[src/rtl/vga_timing_pkg.sv]
// ============================================================================
//  Module      : vga_timing_pkg
//  Description : Default 640x480@60 raster timing constants and helpers.
//  Revision    : 1.0 - initial release
// ============================================================================
`default_nettype none

package vga_timing_pkg;

    localparam int H_VISIBLE = 640;
    localparam int H_FP      = 16;
    localparam int H_SYNC    = 96;
    localparam int H_BP      = 48;
    localparam int V_VISIBLE = 480;
    localparam int V_FP      = 10;
    localparam int V_SYNC    = 2;
    localparam int V_BP      = 33;

    localparam int H_TOTAL = H_VISIBLE + H_FP + H_SYNC + H_BP;
    localparam int V_TOTAL = V_VISIBLE + V_FP + V_SYNC + V_BP;

    localparam logic SYNC_ACTIVE = 1'b0;

    // Integer compare so a window ending exactly at 1024 cannot alias to 0.
    function automatic logic in_window(input logic [9:0] pos, input int lo, input int len);
        return (int'(pos) >= lo) && (int'(pos) < lo + len);
    endfunction

endpackage

`default_nettype wire

[src/rtl/sync_delay_line.sv]
// ============================================================================
//  Module      : sync_delay_line
//  Description : DEPTH-stage 1-bit delay, idle-high reset; DEPTH=0 is a wire.
//  Revision    : 1.0 - initial release
// ============================================================================
`default_nettype none

module sync_delay_line #(
    parameter int DEPTH = 1
) (
    input  logic vga_clk,
    input  logic reset_n,
    input  logic din,
    output logic dout
);

    if (DEPTH == 0) begin : g_wire
        assign dout = din;
    end else begin : g_pipe
        logic [DEPTH-1:0] r_stage;

        always_ff @(posedge vga_clk or negedge reset_n) begin
            if (!reset_n) begin
                r_stage <= '1;
            end else begin
                r_stage[0] <= din;
                for (int i = 1; i < DEPTH; i++) begin
                    r_stage[i] <= r_stage[i-1];
                end
            end
        end

        assign dout = r_stage[DEPTH-1];
    end

endmodule

`default_nettype wire

[src/rtl/vga_timing_gen.sv]
// ============================================================================
//  Module      : vga_timing_gen
//  Description : Free-running VGA raster counters, blank, delayed hs/vs and a
//                per-frame vblank tick. VGA_FRAME_CNT_EN adds a frame counter.
//  Revision    : 1.0 - initial release
// ============================================================================
`default_nettype none

module vga_timing_gen #(
    parameter int H_VISIBLE = vga_timing_pkg::H_VISIBLE,
    parameter int H_FP      = vga_timing_pkg::H_FP,
    parameter int H_SYNC    = vga_timing_pkg::H_SYNC,
    parameter int H_BP      = vga_timing_pkg::H_BP,
    parameter int V_VISIBLE = vga_timing_pkg::V_VISIBLE,
    parameter int V_FP      = vga_timing_pkg::V_FP,
    parameter int V_SYNC    = vga_timing_pkg::V_SYNC,
    parameter int V_BP      = vga_timing_pkg::V_BP,
    parameter int SYNC_DLY  = 1
) (
    input  logic        vga_clk,
    input  logic        reset_n,
    output logic [9:0]  DrawX,
    output logic [9:0]  DrawY,
    output logic        blank,
    output logic        hs,
    output logic        vs,
    output logic        vblank_tick,
    output logic [15:0] frame_cnt
);

    import vga_timing_pkg::*;

    localparam int c_h_total = H_VISIBLE + H_FP + H_SYNC + H_BP;
    localparam int c_v_total = V_VISIBLE + V_FP + V_SYNC + V_BP;
    localparam logic [9:0] c_h_last = 10'(c_h_total - 1);
    localparam logic [9:0] c_v_last = 10'(c_v_total - 1);

    if (c_h_total > 1024) begin : g_chk_h_total
        $error("vga_timing_gen: H_TOTAL exceeds 1024");
    end
    if (c_v_total > 1024) begin : g_chk_v_total
        $error("vga_timing_gen: V_TOTAL exceeds 1024");
    end
    if (SYNC_DLY < 0 || SYNC_DLY > 4) begin : g_chk_sync_dly
        $error("vga_timing_gen: SYNC_DLY must be 0..4");
    end

    logic [9:0] r_x;
    logic [9:0] r_y;
    logic [9:0] w_x_nxt;
    logic [9:0] w_y_nxt;
    logic       r_blank;
    logic       r_hs_raw;
    logic       r_vs_raw;
    logic       r_vblank_tick;

    always_comb begin
        w_x_nxt = r_x + 10'd1;
        w_y_nxt = r_y;
        if (r_x == c_h_last) begin
            w_x_nxt = '0;
            w_y_nxt = (r_y == c_v_last) ? '0 : r_y + 10'd1;
        end
    end

    // Every registered output is decoded from the next-state position so it
    // lines up with DrawX/DrawY in the same cycle.
    always_ff @(posedge vga_clk or negedge reset_n) begin
        if (!reset_n) begin
            r_x           <= '0;
            r_y           <= '0;
            r_blank       <= 1'b0;
            r_hs_raw      <= ~SYNC_ACTIVE;
            r_vs_raw      <= ~SYNC_ACTIVE;
            r_vblank_tick <= 1'b0;
        end else begin
            r_x           <= w_x_nxt;
            r_y           <= w_y_nxt;
            r_blank       <= in_window(w_x_nxt, 0, H_VISIBLE) && in_window(w_y_nxt, 0, V_VISIBLE);
            r_hs_raw      <= in_window(w_x_nxt, H_VISIBLE + H_FP, H_SYNC) ? SYNC_ACTIVE : ~SYNC_ACTIVE;
            r_vs_raw      <= in_window(w_y_nxt, V_VISIBLE + V_FP, V_SYNC) ? SYNC_ACTIVE : ~SYNC_ACTIVE;
            r_vblank_tick <= (w_x_nxt == '0) && in_window(w_y_nxt, V_VISIBLE, 1);
        end
    end

    sync_delay_line #(
        .DEPTH (SYNC_DLY)
    ) u_hs_dly (
        .vga_clk (vga_clk),
        .reset_n (reset_n),
        .din     (r_hs_raw),
        .dout    (hs)
    );

    sync_delay_line #(
        .DEPTH (SYNC_DLY)
    ) u_vs_dly (
        .vga_clk (vga_clk),
        .reset_n (reset_n),
        .din     (r_vs_raw),
        .dout    (vs)
    );

`ifdef VGA_FRAME_CNT_EN
    logic [15:0] r_frame_cnt;

    always_ff @(posedge vga_clk or negedge reset_n) begin
        if (!reset_n) begin
            r_frame_cnt <= '0;
        end else if (r_vblank_tick) begin
            r_frame_cnt <= r_frame_cnt + 16'd1;
        end
    end

    assign frame_cnt = r_frame_cnt;
`else
    assign frame_cnt = 16'h0000;
`endif

    assign DrawX       = r_x;
    assign DrawY       = r_y;
    assign blank       = r_blank;
    assign vblank_tick = r_vblank_tick;

endmodule

`default_nettype wire

[config.mk]
export PLATFORM = sky130hd
export DESIGN_NAME = vga_timing_gen
export DESIGN_NICKNAME = d
export VERILOG_FILES = /design/src/rtl/vga_timing_pkg.sv /design/src/rtl/sync_delay_line.sv /design/src/rtl/vga_timing_gen.sv
export SDC_FILE = /design/constraint.sdc
export NUM_CORES = 1
export LEC_CHECK = 0
export CORE_ASPECT_RATIO = 1.2
export CORE_UTILIZATION = 44
export CTS_CLUSTER_SIZE = 16
export DETAILED_ROUTE_END_ITERATION = 7
export PLACE_DENSITY = 0.76
export SLEW_MARGIN = 5
export SYNTH_ARGS = -nofsm -noshare
export SYNTH_HDL_FRONTEND = slang
export SYNTH_SLANG_ARGS = --single-unit
[constraint.sdc]
create_clock -name vga_clk -period 2.09 [get_ports vga_clk]
set_input_delay 0.418 -clock vga_clk [delete_from_list [all_inputs] [get_ports vga_clk]]
set_output_delay 0.418 -clock vga_clk [all_outputs]
set_load 0.005 [all_outputs]
==> results of run 1 <==
## metal layers
| metal | global-route usage | vias up | part of all wire |
|---|---|---|---|
| met4 | 0.0556 | 0 | 0.013 |
| met3 | 0.0169 | 5 | 0.041 |
| li1 | - | 672 | - |
| met2 | 0.284 | 47 | 0.49 |
| met1 | 0.219 | 643 | 0.46 |
| met5 | 0 | - | 0 |
## path summary, 6_finish.rpt
path,start,endpoint,slack (ns),depth (start not counted)
setup / recovery,DrawX[1],vblank_tick,0.05,8
hold / removal,r_vs_raw,u_vs_dly.dout,0.36,0
setup reg to reg,DrawX[1],vblank_tick,0.05,8
hold reg to reg,r_vs_raw,u_vs_dly.dout,0.36,0
max in group asynchronous,reset_n,r_hs_raw,1.29,2
min in group asynchronous,reset_n,DrawX[6],0.50,2
## per-stage QoR
step / setup TNS [ns] / hold slack [ns] / instance area (sq um) / total power [uW] / util
after floorplan: 0 / 0.122 / 1700 / 541 / -
after global placement: 0 / 0.345 / 1940 / 532 / 0.539
after detailed placement: 0 / 0.347 / 1940 / 532 / 0.539
after CTS: 0 / 0.361 / 2010 / 951 / 0.558
after global routing: -0.0465 / 0.367 / 2040 / 976 / 0.566
final: 0 / 0.360 / 2040 / 946 / 0.566
## sequential cells by signal, summed over array words and instances, names as in the netlist
register	flops
DrawX	10
DrawY	10
blank	1
r_hs_raw	1
r_vs_raw	1
u_hs_dly.dout	1
u_vs_dly.dout	1
vblank_tick	1
## cells in the final DEF, fill, tap and decap left out, types with 2 or more instances in the layout
cell type and n:
buf_4 18, o21ai_1 3, nand4_1 8, a31oi_1 2
o31ai_1 3, a21oi_1 5, ha_1 3, clkdlybuf4s50_1 25
nand3_1 9, a21o_1 2, nor2_1 10, dfstp_2 4
xor2_1 5, conb_1 16, o21ai_0 6, dfrtp_1 21
and3_1 2, and4_1 3, clkbuf_8 3, nor3_1 5
inv_1 9, xnor2_1 5, o211ai_1 3, nand2_1 14
## repair_timing
action,CTS,global route
setup buffers,0,1
gates resized for setup,0,6
hold buffers,0,0
setup endpoints to repair,0,2
## power by group
part	total, uW	switching (uW)	internal, uW
combinational	19.0	16.2	2.86
clock	424	168	256
sequential	503	0	503
total	946	184	762
## layout make-up
cell class | count | area share
Clock buffer | 3 | 0.0202
Multi-Input combinational cell | 130 | 0.414
Timing Repair Buffer | 43 | 0.189
Clock inverter | 1 | 0.0147
Inverter | 9 | 0.0166
Sequential cell | 26 | 0.322
Tap cell | 39 | 0.0239
## kinds of logic after synthesis
family                     count (synthesis)  share of synthesized area
adders and majority gates                  3                     0.0228
DFF                                       26                      0.398
buffers and inverters                     35                      0.135
and+or+nand+nor                           65                      0.230
xor gates and xnor gates                  10                     0.0532
AOI/OAI and AO/OA                         35                      0.152
other                                      1                    0.00228
muxes                                      1                    0.00608
==> flow_metrics.env, run 1 <==
export IMPL_synthToLayoutAreaGrowth_pct=23.9
export IMPL_fillCellCount=331
export IMPL_final_nets=218
export IMPL_run_status="finished with violations"
export IMPL_async_flop_share=1.00
export IMPL_port_buffer_count=25
export IMPL_critPathTopFamily="simple AND/OR/NAND/NOR gates"
export IMPL_critical_path_class="reg2reg"
export IMPL_drive_above_1_share=0.179
export IMPL_insertion_delay_ns=0.27
export IMPL_numClockSinks=26
export IMPL_drc=5
export IMPL_ios=42
export IMPL_place_congestion=0.873
export IMPL_coreArea_sq_um=3600
export IMPL_grtUsageTotal=0.167
export IMPL_drv_slew=0
export IMPL_max_freq_mhz=490
export IMPL_synth_area_sq_um=1650
export IMPL_grt_pass1_wl_um=5260
export IMPL_worst_setup_path_start_kind="register"
export IMPL_via_per_inst=5.45
export IMPL_grt_max_degree=27
export IMPL_antenna_found_initial=0
export IMPL_start_util=0.457
export IMPL_synth_area_leader_cell="dfrtp_1"
export IMPL_violations="DRC"
export IMPL_cts_buffers=3
export IMPL_hold_violations=0
export IMPL_clockBufferDepth=2
export IMPL_register_area_sq_um=657
export IMPL_ys_warn_count=0
export IMPL_n_antenna_cell=0
export IMPL_period_minus_slack_ns=2.04
export IMPL_finalSetupViolCount=0
export IMPL_multi_input_area_sq_um=845
export IMPL_crit_path_cell_trace="ha_1 > and4_2 > buf_4 > a21oi_1 > o211ai_1 > o211ai_1 > nor4_1 > and4b_1"
export IMPL_grt_overflow_total=0
export IMPL_cap_violations=0
export IMPL_clock_skew_ns=0.00192
export IMPL_synth_top_cell_area_share=0.334
export IMPL_p_leak_uw=0.000868
export IMPL_ant_nets=0
export IMPL_required_ns=2.31
export IMPL_root_buffer="clkbuf_8"
export IMPL_synth_most_common_cell="dfrtp_1"
export IMPL_crit_path_end_kind="register"
export IMPL_post_route_period_util=0.976
export IMPL_slowest_stage="dfrtp_1"
export IMPL_finalWorstSetupSlack_ns=0.0492
export IMPL_grt_pass1_vias=1151
export IMPL_peakVddDrop_mv=0.235
export IMPL_cts_htree_levels=1
export IMPL_fp_dieW_um=57.8
export IMPL_power_density_nw_per_um2=464
export IMPL_hold_class="reg2reg"
export IMPL_drtPass1Iterations=8
export IMPL_clkTransAtPathRegs_ns=0.09
export IMPL_yosysSeqAreaShare=0.398
export IMPL_die_h_um=69.0
export IMPL_wl_per_cell_um=13.2
export IMPL_dp_cells=246
export IMPL_avgSynthCellArea_sq_um=9.36
export IMPL_rows=24
export IMPL_dp_hpwl_um=2500
export IMPL_synth_area_leaders="dfrtp_1, buf_4, dfstp_2"
export IMPL_synth_seq_cells=26
export IMPL_post_place_ws_ns=0.0697
export IMPL_synthCells=176
export IMPL_fin_cells=251
export IMPL_cp_max_fo=4
export IMPL_wl_um=3300
export IMPL_critPathBufInv=1
export IMPL_synthTopCellsByCount="dfrtp_1, buf_4, nand2_1"
export IMPL_cts_tree="done"
export IMPL_ys_types=48
export IMPL_die_area_sq_um=3990
export IMPL_ys_flop_type="dfrtp_1"
export IMPL_critPathMaxStageDelay_ns=0.40
export IMPL_synth_edf_count=0
export IMPL_cpMostUsedCell="o211ai_1"
export IMPL_crit_arrival_ns=2.26
export IMPL_drtIter0Drc=40
export IMPL_vias=1367
No activity file was read; power rests on OpenSTA's default activity.
==> run 2: changes to the inputs <==
- ABC_CLOCK_PERIOD_IN_PS: not set -> 2090
- CORE_UTILIZATION: 44 -> 45
- DONT_BUFFER_PORTS: not set -> 1
- PLACE_DENSITY: 0.76 -> not set
==> run 2 against run 1 <==
Largest power group unchanged. Largest cell class unchanged. The flow still finishes with violations (DRC). Combinational power grew 21%. Power about the same. Critical path depth down 1. First-iteration DRC count rose to 3.4 times the previous value.
==> flow_metrics.env, run 2 (synthesis gave the netlist of run 1 again) <==
export IMPL_insertion_delay_ns=0.27
export IMPL_drive_above_1_share=0.279
export IMPL_final_nets=203
export IMPL_switchingPower_uw=182
export IMPL_post_route_period_util=0.943
export IMPL_drc=1
export IMPL_antenna_found_initial=0
export IMPL_finalSetupViolCount=0
export IMPL_drv_slew=0
export IMPL_clockBufferDepth=2
export IMPL_gr_usage_met1=0.235
export IMPL_numClockSinks=26
export IMPL_worst_setup_path_start_kind="register"
export IMPL_ios=42
export IMPL_swShare=0.192
export IMPL_die_area_sq_um=3910
export IMPL_post_place_ws_ns=-0.0133
export IMPL_grt_pass1_wl_um=5930
export IMPL_crit_path_end_kind="register"
export IMPL_rows=23
export IMPL_via_per_inst=5.76
export IMPL_final_cell_mix="buf_4, dfrtp_1, conb_1, nand2_1, nor2_1"
export IMPL_grtUsageMet3=0.0473
export IMPL_fillCellCount=308
export IMPL_pwr_share_clk=0.444
export IMPL_dp_cells=226
export IMPL_start_util=0.481
export IMPL_die_h_um=68.3
export IMPL_grt_max_degree=27
export IMPL_power_density_nw_per_um2=496
export IMPL_max_freq_mhz=507
export IMPL_violations="DRC"
export IMPL_peakVddDrop_mv=0.244
export IMPL_hold_violations=0
export IMPL_fin_cells=234
export IMPL_n_antenna_cell=0
export IMPL_dp_hpwl_um=2750
export IMPL_grtUsageTotal=0.201
export IMPL_power_share_sequential=0.532
export IMPL_root_buffer="clkbuf_8"
export IMPL_tns_ns=0
export IMPL_cts_buffers=3
export IMPL_synthToLayoutAreaGrowth_pct=15.7
export IMPL_grt_pass1_vias=1273
export IMPL_clkTransAtPathRegs_ns=0.09
export IMPL_cap_violations=0
export IMPL_combPwrFrac=0.024
export IMPL_use_met2=0.360
export IMPL_required_ns=2.30
export IMPL_coreArea_sq_um=3420
export IMPL_wl_per_cell_um=16.5
export IMPL_internal_power_uw=764
export IMPL_fp_dieW_um=57.2
export IMPL_wl_um=3870
export IMPL_cp_max_fo=5
export IMPL_grt_overflow_total=0
export IMPL_port_buffer_count=0
export IMPL_vias=1349
export IMPL_p_leak_uw=0.000836
export IMPL_place_congestion=0.848
export IMPL_fin_area_sq_um=1910
export IMPL_clock_skew_ns=0.00241
export IMPL_crit_arrival_ns=2.18
export IMPL_top_usage_layer="met2"
export IMPL_cts_tree="done"
export IMPL_layout_commonest_cell="buf_4"
export IMPL_hold_ws_ns=0.360
export IMPL_ant_nets=0
export IMPL_hold_class="reg2reg"
export IMPL_critical_path_class="reg2reg"
export IMPL_drtPass1Iterations=8
export IMPL_drtIter0Drc=137
export IMPL_period_minus_slack_ns=1.97
export IMPL_placed_area_sq_um=1740
export IMPL_run_status="finished with violations"
export IMPL_finalWorstSetupSlack_ns=0.119
export IMPL_cts_htree_levels=1
## run 2: area by class of cell
| type | instances | area, sq um | area share |
|---|---|---|---|
| Timing Repair Buffer | 28 | 225 | 0.118 |
| Multi-Input combinational cell | 130 | 872 | 0.458 |
| Clock buffer | 3 | 41.3 | 0.0217 |
| Sequential cell | 26 | 657 | 0.345 |
| Clock inverter | 1 | 30.0 | 0.0158 |
| Inverter | 9 | 33.8 | 0.0177 |
| Tap cell | 37 | 46.3 | 0.0243 |
## run 2: per-layer routing
layer / up-vias / share of wire
li1: 639 / -
met1: 660 / 0.41
met2: 42 / 0.52
met3: 8 / 0.056
met4: 0 / 0.016
met5: - / 0
## run 2: path summary, 6_finish.rpt
kind / from / endpoint / slack (ns) / depth (start not counted)
min in group asynchronous: reset_n / DrawY[4] / 0.60 / 2
max in group asynchronous: reset_n / u_vs_dly.dout / 1.26 / 2
min reg2reg: r_hs_raw / u_hs_dly.dout / 0.36 / 0
min: r_hs_raw / u_hs_dly.dout / 0.36 / 0
max reg2reg: DrawY[0] / vblank_tick / 0.12 / 7
max: DrawY[0] / vblank_tick / 0.12 / 7
## run 2: worst max-delay path: stages (launching register included)
cell	delay (ns)
dfrtp_2	0.42
ha_2	0.20
nand3_2	0.08
or3_4	0.41
o31ai_2	0.22
a31oi_1	0.10
a211oi_2	0.25
and4b_1	0.23
## run 2: power by group through the flow
stage                     Combinational [uW]  Sequential (uW)  Clock [uW]
after floorplan                         27.9              513           0
after global placement                  6.20              513           0
after detailed placement                6.20              513           0
after CTS                               22.9              503         434
after global routing                    28.0              503         450
final                                   22.9              503         420
## run 2: repair_timing
action,CTS,global route
hold endpoints to repair,26,0
hold buffers,2,0
pin swaps,1,5
setup endpoints to repair,1,3
buffers inserted,1,1
gates resized for setup,2,14
## run 2: stage by stage
stage | total power (uW) | utilization
6_report | 946 | 0.556
5_1_grt | 982 | 0.556
4_1_cts | 960 | 0.542
3_5_place_dp | 519 | 0.508
3_3_place_gp | 519 | 0.508
2_1_floorplan | 541 | -
